===== config.mk =====
export PLATFORM = sky130hd
export DESIGN_NAME = vec_lsu
export DESIGN_NICKNAME = d
export VERILOG_FILES = /design/src/rtl/filter_gpu_pkg.sv /design/src/rtl/lane_addr_gen.sv /design/src/rtl/vec_lsu.sv
export SDC_FILE = /design/constraint.sdc
export NUM_CORES = 1
export LEC_CHECK = 0
export ABC_CLOCK_PERIOD_IN_PS = 2800
export CAP_MARGIN = 40
export CORE_MARGIN = 3
export CORE_UTILIZATION = 32
export CTS_CLUSTER_SIZE = 20
export DETAILED_ROUTE_END_ITERATION = 6
export DONT_BUFFER_PORTS = 1
export PLACE_DENSITY = 0.48
export SLEW_MARGIN = 20
export SYNTH_ARGS = -nofsm -noshare
export SYNTH_HDL_FRONTEND = slang
export SYNTH_HIERARCHICAL = 1
export SYNTH_SLANG_ARGS = --single-unit

===== constraint.sdc =====
create_clock -name CLK -period 2.8 [get_ports CLK]
set_input_delay 0.14 -clock CLK [delete_from_list [all_inputs] [get_ports CLK]]
set_output_delay 0.14 -clock CLK [all_outputs]
set_load 0.02 [all_outputs]

===== src/rtl/filter_gpu_pkg.sv =====
// Shared types and helpers for the filter GPU load/store path.
package filter_gpu_pkg;

  localparam int DEF_DATA_W = 18;
  localparam int DEF_ADDR_W = 10;

  typedef enum logic [1:0] {
    IDLE,
    ISSUE,
    WAIT,
    RESP
  } lsu_state_t;

  function automatic int ceil_div(input int num, input int den);
    return (num + den - 1) / den;
  endfunction

endpackage


===== src/rtl/lane_addr_gen.sv =====
// Per-port strided address generation for one beat of a vector access.
module lane_addr_gen
  import filter_gpu_pkg::*;
#(
  parameter int LANES  = 3,
  parameter int PORTS  = 3,
  parameter int ADDR_W = DEF_ADDR_W,
  parameter int BEAT_W = 1
) (
  input  logic [ADDR_W-1:0]            base,
  input  logic [ADDR_W-1:0]            stride,
  input  logic [BEAT_W-1:0]            beat,
  output logic [PORTS-1:0][ADDR_W-1:0] addr,
  output logic [PORTS-1:0]             lane_ok
);

  for (genvar p = 0; p < PORTS; p++) begin : g_port
    logic [31:0] lane;
    assign lane       = 32'(beat) * 32'(PORTS) + 32'(p);
    assign lane_ok[p] = (lane < 32'(LANES));
    // Only the low ADDR_W bits of the lane index matter once wrapped.
    assign addr[p]    = base + lane[ADDR_W-1:0] * stride;
  end

endmodule


===== src/rtl/vec_lsu.sv =====
// Vector load/store unit: LANES lanes serialised over PORTS memory ports.
//   state | meaning
//   IDLE  | ready for a request
//   ISSUE | one beat per cycle drives the memory ports
//   WAIT  | last load beat's data returns and is captured
//   RESP  | one-cycle completion pulse
module vec_lsu
  import filter_gpu_pkg::*;
#(
  parameter int LANES  = 3,
  parameter int PORTS  = 3,
  parameter int DATA_W = DEF_DATA_W,
  parameter int ADDR_W = DEF_ADDR_W
) (
  input  logic                         CLK,
  input  logic                         RST,
  input  logic                         req_valid,
  output logic                         req_ready,
  input  logic                         req_write,
  input  logic [ADDR_W-1:0]            req_base,
  input  logic [ADDR_W-1:0]            req_stride,
  input  logic [LANES-1:0]             req_mask,
  input  logic [LANES-1:0][DATA_W-1:0] req_wdata,
  output logic [PORTS-1:0]             mem_en,
  output logic                         mem_we,
  output logic [PORTS-1:0][ADDR_W-1:0] mem_addr,
  output logic [PORTS-1:0][DATA_W-1:0] mem_wdata,
  input  logic [PORTS-1:0][DATA_W-1:0] mem_rdata,
  output logic                         resp_valid,
  output logic [LANES-1:0][DATA_W-1:0] resp_rdata,
  output logic                         stall
);

  localparam int BEATS  = ceil_div(LANES, PORTS);
  localparam int BEAT_W = (BEATS > 1) ? $clog2(BEATS) : 1;
  localparam logic [BEAT_W-1:0] LAST_BEAT = BEAT_W'(BEATS - 1);

  lsu_state_t                   state_q, state_d;
  logic [BEAT_W-1:0]            beat_q, cap_beat_q;
  logic                         write_q;
  logic [ADDR_W-1:0]            base_q, stride_q;
  logic [LANES-1:0]             mask_q;
  logic [LANES-1:0][DATA_W-1:0] wdata_q, rdata_q;
  logic [PORTS-1:0]             cap_en_q;
  logic [PORTS-1:0][ADDR_W-1:0] gen_addr;
  logic [PORTS-1:0]             gen_ok;
  logic                         accept;

  assign accept = req_valid && (state_q == IDLE);

  lane_addr_gen #(
    .LANES (LANES),
    .PORTS (PORTS),
    .ADDR_W(ADDR_W),
    .BEAT_W(BEAT_W)
  ) u_addr_gen (
    .base   (base_q),
    .stride (stride_q),
    .beat   (beat_q),
    .addr   (gen_addr),
    .lane_ok(gen_ok)
  );

  always_ff @(posedge CLK) begin
    if (!RST) state_q <= IDLE;
    else      state_q <= state_d;
  end

  always_comb begin
    state_d = state_q;
    case (state_q)
      IDLE:    if (req_valid) state_d = ISSUE;
      ISSUE:   if (beat_q == LAST_BEAT) state_d = WAIT;
      WAIT:    state_d = RESP;
      RESP:    state_d = IDLE;
      default: state_d = IDLE;
    endcase
  end

  always_comb begin
    req_ready  = (state_q == IDLE);
    stall      = (state_q != IDLE);
    resp_valid = (state_q == RESP);
    mem_we     = (state_q == ISSUE) ? write_q : 1'b0;
    mem_en     = '0;
    mem_addr   = '0;
    mem_wdata  = '0;
    if (state_q == ISSUE) begin
      for (int p = 0; p < PORTS; p++) begin
        for (int l = 0; l < LANES; l++) begin
          if (gen_ok[p] && mask_q[l] && (l == int'(beat_q) * PORTS + p)) begin
            mem_en[p]    = 1'b1;
            mem_addr[p]  = gen_addr[p];
            mem_wdata[p] = wdata_q[l];
          end
        end
      end
    end
  end

  // Load data lands one cycle after its beat, so capture lags by one beat.
  always_ff @(posedge CLK) begin
    if (!RST) begin
      beat_q     <= '0;
      cap_beat_q <= '0;
      cap_en_q   <= '0;
      write_q    <= 1'b0;
      base_q     <= '0;
      stride_q   <= '0;
      mask_q     <= '0;
      wdata_q    <= '0;
      rdata_q    <= '0;
    end else begin
      cap_en_q   <= (state_q == ISSUE && !write_q) ? mem_en : '0;
      cap_beat_q <= beat_q;
      if (state_q == ISSUE) beat_q <= (beat_q == LAST_BEAT) ? '0 : beat_q + 1'b1;
      if (accept) begin
        beat_q   <= '0;
        write_q  <= req_write;
        base_q   <= req_base;
        stride_q <= req_stride;
        mask_q   <= req_mask;
        wdata_q  <= req_wdata;
        rdata_q  <= '0;
      end else begin
        for (int p = 0; p < PORTS; p++) begin
          for (int l = 0; l < LANES; l++) begin
            if (cap_en_q[p] && (l == int'(cap_beat_q) * PORTS + p)) rdata_q[l] <= mem_rdata[p];
          end
        end
      end
    end
  end

  assign resp_rdata = rdata_q;

endmodule


==> flow_results.org <==
** CTS
- Clock-pin slew on the worst setup and hold paths :: 0.06 ns
- Cts bufs inserted :: 17
- CTS built an H-tree with a depth of 4.
- Clock Latency Late Sink :: 0.41 ns
- Worst-case clock buffer depth :: 2
- Clock tree from TritonCTS :: done
- The tree is rooted in a clkbuf_16.
- The clock drives 137 sinks.

** Worst setup path
- Biggest cell delay along the critical path :: 0.50 ns
- Kind of critical path :: reg2out
- On the critical path, the stage with the largest delay is an instance of fa_1.
- Counting both buffers and inverters, the worst setup path holds a total of 0.
- The worst setup path is captured at a primary output.
- Tracing the worst setup path back leads to its startpoint at stride_q[1]$_SDFFE_PN0P_.
- The worst register-to-register path begins at state_q[1]$_SDFFE_PN0P_.
- The critical path goes through nor2b_4 -> or2_4 -> ha_4 -> fa_1 -> fa_2 -> a21oi_2 -> o21ai_2 -> nor4_2 -> o21bai_1 -> xnor2_1 -> and2_4.
- STA puts the critical path data arrival time at 3.09 ns.
- Of all nets on the critical path, the largest fanout is 2.
- Crit path launch type :: flop
- Delay-heaviest family, CP :: adder cells
- At the worst endpoint, the required time is 2.66 ns.

** Drt
- Using the TritonRoute via totals, the vias-per-cell ratio works out to 4.552.
- Detailed-route via count :: 6,341
- The first routing iteration left 302 violations.
- The detail route stage leaves a number of antenna-violating nets equal to 0.
- In the routed design, unresolved DRC markers number 0.
- The first detailed-routing pass ran for 5 iterations.
- The routed design has 22,960 µm of wire.
- DR WL/cell :: 16.48 µm

** Finish
- From synthesis to final layout, the design area changed by 35.80%.
- Fraction of layout cells with a size suffix above 1 :: 14.07%
- For this run, the share of the core covered by cells in the final layout is 44.88%.
- The final layout contains 1,270 nets.
- Non-Filler Cell Area, Final :: 10,690 µm²

** Logic synthesis
- Synthesis inferred 137 register bits.
- Cell types occupying the most area after synthesis :: dfxtp_1 35%, ha_1 8.3%, nand2_1 8.2%
- Sequential fraction of the synthesis area :: 34.83%
- For this run, the leading register cell type out of synthesis is dfxtp_1.
- Number of warning messages in the yosys log :: 6
- The synthesized netlist contains 48 unique library cells.
- Synthesis produced 904 cells.
- Counting flops with a built-in enable in the synthesized netlist gives 0.
- dfxtp_1 takes more of the synthesized area than any other cell.
- Share of async-settable or async-resettable flops after synthesis :: 0%
- A synthesized cell averages 8.710 µm².
- Top cell type's share of synthesized area :: 34.83%
- The cell area that synthesis handed to floorplanning was 7874 µm².

** Die
- Total I/O pin count :: 280
- The floorplan step defined a die boundary enclosing 26,520 µm².
- The region available for standard cell placement spans 23,820 µm².
- From bottom edge to top edge, the die measures 162.9 µm.
- Die Width :: 162.9 µm
- Row generation in the floorplan step produced 56 rows.
- Effective utilization at floorplan :: 33.05%

** Place
- Once detailed placement completed, the half-perimeter wirelength came to 15,300 µm.
- During placement, the flow inserted port buffers numbering 0.
- Area of placed instances :: 8187 µm²
- Routability cong. :: 0.7619

** Hold path
- Path category of the worst min-delay check :: in2reg
- Startpoint of the worst hold path :: req_valid

** Power and ir drop
- In this run the static leakage power is 4.413 nW.
- The worst-case IR drop observed on VDD is 403.8 µV.
- Total power per unit cell area :: 642.2 nW/µm²

** STA
- Worst max-slew margin expressed relative to the limit :: 62.63%
- Max-slew violation count :: 0
- Clock period minus worst slack :: 3.231 ns
- Fmax :: 309.5 MHz
- Setup-violating endpoint count in the final report :: 7
- Of the available clock period, the critical path in the final layout requires 115.4%.
- Hold is met by 0.04980 ns.
- PnR worst setup slack :: -0.4308 ns
- Worst-case clock skew :: 0.008647 ns
- Unrepaired setup endpoints after global routing :: true
- The final-report hold violation count is 0.
- For the pin with the worst max-slew slack, the measured transition is 0.5606 ns.

** GRT
- The total overflow left after global routing is 0.
- Overall routing resource usage :: 17.33%
- The number of global-route vias before repair came to 6,736.
- Entering global routing, the biggest net connects 79 pins.
- Initial antenna violation count :: 2
- The first global-routing pass estimated 36,310 µm of wire.

** Flow run
- Number of maximum-capacitance constraint violations :: 0

** Outcome
- Violated checks :: setup timing
- Result of the run :: finished with violations
-- logic make-up (layout without fill, tap and decap cells) --
| family | Yosys count | count (layout) | share of synthesized area [%] |
|---|---|---|---|
| AOI/OAI and AO/OA | 130 | 130 | 12.97 |
| buffers and inverters | 118 | 277 | 7.008 |
| DFF | 137 | 137 | 34.83 |
| muxes | 55 | 55 | 6.992 |
| adders and majority gates | 75 | 75 | 14.11 |
| other | 3 | 14 | 0.1430 |
| xor gates and xnor gates | 29 | 29 | 3.226 |
| and+or+nand+nor | 357 | 357 | 20.72 |
-- area by class of cell --
cell class | instances | area, µm²
Clock buffer | 19 | 432.9
Multi-Input combinational cell | 659 | 4947
Timing Repair Buffer | 179 | 1768
Clock inverter | 13 | 145.1
Tap cell | 319 | 399.1
Inverter | 66 | 247.7
Sequential cell | 137 | 2750
Fill cell | 2362 | 13130
Antenna cell | 1 | 2.502
-- metal layers --
metal	GRT usage, %	vias up	part of all wire, %
met3	4.908	24	5.8
met1	22.35	2955	45
li1	-	3179	-
met4	4.614	0	1.5
met5	0	-	0
met2	28.51	183	48
-- final timing paths --
kind | cells past startpoint | slack [ns] | to
hold / removal | 2 | 0.05 | state_q[0]$_SDFFE_PN0P_
setup / recovery | 11 | -0.43 | mem_addr[29]
setup reg to reg | 7 | 0.22 | wdata_q[32]$_SDFFE_PN0P_
hold reg to reg | 2 | 0.46 | wdata_q[22]$_SDFFE_PN0P_
-- registers in the layout (all words and copies together), names as in the netlist --
| signal | count |
|---|---|
| resp_rdata | 54 |
| state_q | 2 |
| stride_q | 10 |
| write_q | 1 |
| cap_en_q | 3 |
| base_q | 10 |
| mask_q | 3 |
| wdata_q | 54 |
-- cells in the final DEF (no fill, tap or decap), types with 11 or more instances in the layout --
cell type / count
fa_1: 21
dfxtp_1: 131
and2_1: 77
conb_1: 13
a21boi_2: 20
nor2_1: 69
clkbuf_16: 17
a21boi_0: 58
and2_4: 12
buf_4: 25
ha_1: 40
dlygate4sd3_1: 150
ha_4: 11
inv_1: 63
mux2i_1: 55
xnor2_1: 20
nand2_1: 173
-- power by group --
| group | switching (mW) | internal [mW] |
|---|---|---|
| clock | 0.901 | 1.32 |
| combinational | 1.30 | 1.05 |
| sequential | 0.135 | 2.16 |
| total | 2.34 | 4.53 |
-- synthesized netlist by cell type, types with 20 or more instances --
master      n
nand2_1   173
dfxtp_1   137
and2_1     90
nor2_1     71
inv_1      66
a21boi_0   58
mux2i_1    55
ha_1       52
fa_1       23
clkbuf_1   21
xnor2_1    21
a21boi_2   20
-- worst register-to-register path, delay by kind of cell, from the launching register on --
family / cells / cell delay, ns
buffers and inverters: 3 / 0.98
and+or+nand+nor: 2 / 0.64
adders and majority gates: 1 / 0.43
DFF: 1 / 0.34
AOI/OAI and AO/OA: 1 / 0.13
-- stage by stage --
stage / TNS, ns / setup slack [ns] / total power [mW] / instances
after CTS: -2.332 / -0.5007 / 6.840 / 1393
final: -1.942 / -0.4308 / 6.867 / 1393
after detailed placement: -1.152 / -0.4026 / 4.160 / 1201
after floorplan: 0 / 0.2581 / 3.777 / 914
after global routing: -3.345 / -0.6184 / 7.378 / 1393
after global placement: -1.094 / -0.4171 / 4.150 / 1201
-- timing repair --
action,4_1_cts,5_1_grt
setup buffers,9,1
endpoints found under the setup margin,13,13
gates resized for setup,60,27
pin swaps,31,23
endpoints found under the hold margin,137,0
hold buffers,151,0
Note: power is estimated with default switching activity, not from simulation.
